**config.mk**
```make
export PLATFORM = sky130hd
export DESIGN_NAME = alu_datapath
export DESIGN_NICKNAME = d
export VERILOG_FILES = /design/src/rtl/alu_datapath.sv
export SDC_FILE = /design/constraint.sdc
export NUM_CORES = 1
export LEC_CHECK = 0
export ABC_AREA = 0
export CAP_MARGIN = 5
export CORE_UTILIZATION = 29
export CTS_BUF_LIST = sky130_fd_sc_hd__clkbuf_2 sky130_fd_sc_hd__clkbuf_4 sky130_fd_sc_hd__clkbuf_8
export DETAILED_ROUTE_END_ITERATION = 8
export GPL_TIMING_DRIVEN = 1
export HOLD_SLACK_MARGIN = 0.02
export PLACE_DENSITY_LB_ADDON = 0.12
export SLEW_MARGIN = 20
export SYNTH_ARGS = -nofsm -noshare
export SYNTH_HDL_FRONTEND = slang
export SYNTH_SLANG_ARGS = --single-unit
```
**constraint.sdc**
```tcl
create_clock -name CLKb -period 2.91 [get_ports CLKb]
set_clock_uncertainty 0.15 [all_clocks]
set_input_delay 0.582 -clock CLKb [delete_from_list [all_inputs] [get_ports CLKb]]
set_output_delay 0.582 -clock CLKb [all_outputs]
set_load 0.1 [all_outputs]
```
**src/rtl/alu_datapath.sv**
```systemverilog
// Falling-edge accumulator datapath: operand A, ALU result R and committed accumulator C, each gated by its own strobe.
// Optional macro ALU_SAT_EN saturates ADD/SUB results on signed overflow; undefined, results wrap.
module alu_datapath #(
  parameter int WIDTH = 8
) (
  input  logic             CLKb,
  input  logic             RSTb,
  input  logic             enA,
  input  logic             enALU,
  input  logic             enC,
  input  logic [WIDTH-1:0] din,
  input  logic [2:0]       op,
  input  logic             bsel,
  input  logic             clr_ovf,
  output logic [WIDTH-1:0] C_out,
  output logic             zf,
  output logic             nf,
  output logic             cf,
  output logic             vf,
  output logic             ovf_sticky,
  output logic             res_vld
);

  localparam int MSB = WIDTH - 1;

  typedef enum logic [2:0] {
    OP_ADD  = 3'b000,
    OP_SUB  = 3'b001,
    OP_AND  = 3'b010,
    OP_OR   = 3'b011,
    OP_XOR  = 3'b100,
    OP_PASS = 3'b101,
    OP_SHL  = 3'b110,
    OP_NOT  = 3'b111
  } alu_op_e;

  typedef struct packed {
    logic z;
    logic n;
    logic c;
    logic v;
  } flags_t;

  logic [WIDTH-1:0] a_q, a_d;
  logic [WIDTH-1:0] r_q, r_d;
  logic [WIDTH-1:0] c_q, c_d;
  flags_t           rflg_q, rflg_d;
  flags_t           cflg_q, cflg_d;
  logic             ovf_sticky_q, ovf_sticky_d;
  logic             res_vld_q, res_vld_d;

  alu_op_e          op_e;
  logic [WIDTH-1:0] alu_b;
  logic [WIDTH:0]   sum_ext;
  logic [WIDTH:0]   diff_ext;
  logic             add_ovf;
  logic             sub_ovf;
  logic [WIDTH-1:0] raw_res;
  logic [WIDTH-1:0] alu_res;
  logic             alu_c;
  logic             alu_v;

  // B comes from the accumulator value held before this edge, so feedback never races the commit.
  assign op_e     = alu_op_e'(op);
  assign alu_b    = bsel ? din : c_q;
  assign sum_ext  = {1'b0, a_q} + {1'b0, alu_b};
  assign diff_ext = {1'b0, a_q} - {1'b0, alu_b};
  assign add_ovf  = (a_q[MSB] == alu_b[MSB]) && (sum_ext[MSB] != a_q[MSB]);
  assign sub_ovf  = (a_q[MSB] != alu_b[MSB]) && (diff_ext[MSB] != a_q[MSB]);

  always_comb begin
    raw_res = '0;
    alu_c   = 1'b0;
    alu_v   = 1'b0;
    case (op_e)
      OP_ADD: begin
        raw_res = sum_ext[MSB:0];
        alu_c   = sum_ext[WIDTH];
        alu_v   = add_ovf;
      end
      OP_SUB: begin
        raw_res = diff_ext[MSB:0];
        alu_c   = diff_ext[WIDTH];
        alu_v   = sub_ovf;
      end
      OP_AND:  raw_res = a_q & alu_b;
      OP_OR:   raw_res = a_q | alu_b;
      OP_XOR:  raw_res = a_q ^ alu_b;
      OP_PASS: raw_res = a_q;
      OP_SHL: begin
        raw_res = {a_q[MSB-1:0], 1'b0};
        alu_c   = a_q[MSB];
      end
      OP_NOT:  raw_res = ~a_q;
      default: raw_res = '0;
    endcase
  end

`ifdef ALU_SAT_EN
  logic [WIDTH-1:0] sat_max;
  logic [WIDTH-1:0] sat_min;

  // Only ADD/SUB raise alu_v; for both, the overflow direction follows the sign of A.
  assign sat_max = {1'b0, {MSB{1'b1}}};
  assign sat_min = {1'b1, {MSB{1'b0}}};
  assign alu_res = alu_v ? (a_q[MSB] ? sat_min : sat_max) : raw_res;
`else
  assign alu_res = raw_res;
`endif

  always_comb begin
    a_d    = enA ? din : a_q;
    r_d    = r_q;
    rflg_d = rflg_q;
    if (enALU) begin
      r_d      = alu_res;
      rflg_d.z = (alu_res == '0);
      rflg_d.n = alu_res[MSB];
      rflg_d.c = alu_c;
      rflg_d.v = alu_v;
    end
    c_d    = enC ? r_q : c_q;
    cflg_d = enC ? rflg_q : cflg_q;
    // A committed overflow outranks a clear request on the same edge.
    if (enC && rflg_q.v) begin
      ovf_sticky_d = 1'b1;
    end else if (clr_ovf) begin
      ovf_sticky_d = 1'b0;
    end else begin
      ovf_sticky_d = ovf_sticky_q;
    end
    res_vld_d = enC;
  end

  always_ff @(negedge CLKb or negedge RSTb) begin
    if (!RSTb) begin
      a_q          <= '0;
      r_q          <= '0;
      rflg_q       <= '0;
      c_q          <= '0;
      cflg_q       <= '0;
      ovf_sticky_q <= 1'b0;
      res_vld_q    <= 1'b0;
    end else begin
      a_q          <= a_d;
      r_q          <= r_d;
      rflg_q       <= rflg_d;
      c_q          <= c_d;
      cflg_q       <= cflg_d;
      ovf_sticky_q <= ovf_sticky_d;
      res_vld_q    <= res_vld_d;
    end
  end

  assign C_out      = c_q;
  assign zf         = cflg_q.z;
  assign nf         = cflg_q.n;
  assign cf         = cflg_q.c;
  assign vf         = cflg_q.v;
  assign ovf_sticky = ovf_sticky_q;
  assign res_vld    = res_vld_q;

endmodule

```
==> results.md <==
* Least-Margin Pin Slew at 0.451 ns
* Mapped Area at roughly 2700 um^2
* Synth Area per Inst at 8.73 um^2
* Crit. End Element: flop
* GRT Total Usage at 19.0%
* TritonCTS buffer count at 5
* Clk buf depth at 2
* Average wire per standard cell at 16.2 um
* Ys async rst share at 100%
* YS warnings at 0
* Number of synthesized flops with an enable pin at 0
* Routed wl met3 at approximately 280 um
* Largest net degree at the start of global routing at 33
* DRC Markers at 0
* Antenna violations before repair at 0
* Share of cells above drive strength 1 at 49.6%
* Cts hold-fix bufs at 0
* IO Count at 32
* Hold Crit Depth at 1
* Drt first-iter violations at 83
* Worst-path clk slew at 0.05 ns
* Failing checks: negative setup slack
* CP startpoint kind: input pin
* Max Used Layer: met4
* Antenna viol nets, final at 0
* Cell accounting for the most synthesized area: dfrtn_1
* CP Data Required Time at 1.45 ns
* RSZ-0062 raised after global routing: yes
* Final worst slack at -1.36 ns
* Port Buffer Count at 31
* DP HPWL at about 6.3 mm
* # H-tree levels at 2
* DIE HEIGHT at 98.8 um
* Cell Pwr Density at 620 nW/um^2
* Floorplan core area at 8890 um^2
* Max capacitance violation total at 0
* Met1 wire length at around 4.3 mm
* Clock root buffer: clkbuf_8
* Finished Core Util at ~54%
* Hold_ws at 0.286 ns
* Initial DRT Pass Iterations at 4
* Area Overhead vs Synth at 77.1%
* Worst-path fanout max at 4
* Final setup viols at 25
* Area share of the leading cell type in the synthesized netlist at 29.5%
* Hold crit path type: flop to flop
* Layout Nets at 500
* First-pass GRT wire length at 14.3 mm
* Outcome: finished, violations left
* Most common library cells after synthesis: dfrtn_1 (32), inv_1 (32), ha_1 (29), nand2_1 (28), o21ai_0 (28)
* Die Width at 98.8 um
* Largest cells by area after synthesis: dfrtn_1 (29%), ha_1 (13%), mux2_2 (6.2%), o21ai_0 (5.2%), mux2i_1 (4.4%)
* Slew margin rel. at 69.9%
* N_diodes at 0
* Routed via count at about 2800
* Post-synthesis sequential area ratio at 29.5%
* Clock tree from TritonCTS: built
* P_leak at between 2 and 2.5 nW
* Gate Count Post-Synth at 311
* Final RePlAce weighted congestion at 0.882
* Met2 Wirelength at 4.35 mm
* Cell count of the worst reg-to-reg path at 11
* Post-Route WL at slightly above 9 mm
* DIE AREA at between 9000 and 10000 um^2
* Num Clock Sinks at 32
* Unique masters post-synth at 47
* Worst EP arrival at 2.81 ns
* Clk_lat worst skew at roughly 0.29 ns
* Syn Nets at between 300 and 400
* Setup Crit Path Kind: input pin to flop
* Post-synth top flop: dfrtn_1
* Via/cell ratio at 4.95
* Max VDD drop at 0.483 mV
* Hold Violations, Final at 0
* Pins over their slew limit at 0
* Row count at 34
* Vias in the first global route at 2800
* Starting Density at 30.5%
* Gr ovfl total at 0
* Flops & latches, synth at 32
## path summary, 6_finish.rpt
| kind | start | to | slack, ns |
|---|---|---|---|
| min in group asynchronous | RSTb | r_q[2] | 1.85 |
| worst max-delay path | bsel | r_q[7] | -1.36 |
| worst min register to register | r_q[0] | r_q[0] | 0.29 |
| worst max register to register | C_out[1] | r_q[7] | 0.11 |
| worst min-delay path | r_q[0] | r_q[0] | 0.29 |
| max in group asynchronous | RSTb | C_out[6] | 0.55 |
## per-stage QoR
step                      setup slack (ns)  power (mW)  TNS [ns]  area (um^2)  std cells
after floorplan                      -1.48        1.53    -16.96         2820        311
after global placement               -2.20        2.21    -27.20         4000        523
after detailed placement             -2.26        2.21    -27.45         4000        523
after CTS                            -1.38        2.79    -16.57         4500        556
after global routing                 -1.42        3.14    -17.66         4810        560
final                                -1.36        2.98    -16.36         4810        560
## report_power, final
group	switching, mW	total, mW	internal, mW
registers	0.0806	0.618	0.537
logic	1.02	1.99	0.965
clock network	0.195	0.374	0.180
total	1.30	2.98	1.68
## flip-flops by register name, summed over array words and instances (netlist names), 3 cells and up
name    cells
a_q         8
r_q         8
C_out       8
rflg_q      3
## worst max-delay path, stage by stage
cell	delay [ns]
buf_8	0.09
buf_6	0.11
mux2i_4	0.26
buf_4	0.16
ha_4	0.19
a211o_1	0.30
o2111ai_4	0.10
a2bb2oi_2	0.10
or4_4	0.44
a21oi_4	0.14
a221oi_2	0.07
mux2_4	0.27
## cell type report
type | instances | area [um^2]
fill | 773 | 4080
multi-input combinational | 230 | 2220
timing repair buffer | 150 | 1440
sequential | 32 | 801
tap | 108 | 135
inverter | 32 | 120
clock buffer | 6 | 76.3
clock inverter | 2 | 16.3
## cell usage in the layout (no fill, tap or decap), types with 3 or more instances in the layout
cell	instances
o21a_1	3
o22ai_1	3
inv_2	4
buf_6	8
nor2_1	15
ha_2	3
mux2_4	4
mux2i_4	3
dfrtn_1	32
ha_1	11
xnor2_1	6
clkbuf_8	5
clkdlybuf4s50_1	8
nor3_1	5
nor3_2	3
a21oi_4	3
nor2b_1	4
a21o_1	3
dlygate4sd2_1	5
inv_1	28
ha_4	15
buf_4	106
buf_12	17
mux2i_1	7
o21ai_1	5
nand2b_1	4
xor2_1	4
a211o_1	3
a21oi_1	13
mux2_2	11
nand2_1	28
o21ai_0	21
## cell families (layout without fill, tap and decap cells)
| logic type | count (synthesis) | after routing | synth area share [%] |
|---|---|---|---|
| compound gates | 86 | 86 | 21.1 |
| simple gates | 75 | 75 | 13.1 |
| mux | 27 | 27 | 10.6 |
| xor+xnor | 11 | 11 | 3.55 |
| buf+inv | 49 | 190 | 7.24 |
| flops | 32 | 32 | 29.5 |
| fa+ha+maj | 31 | 31 | 14.8 |
## metal layers
metal	up-vias	global-route usage, %
li1	1368	-
met1	1353	25.6
met2	44	31.1
met3	9	2.98
met4	0	5.86
met5	-	0
## timing repair
action                     4_1_cts  5_1_grt
cloned                           1        0
pin swaps                       19       27
gates resized for setup         56       52
setup buffers                   24        5
setup endpoints to repair       35       25
Note: power is estimated with default switching activity, not from simulation.
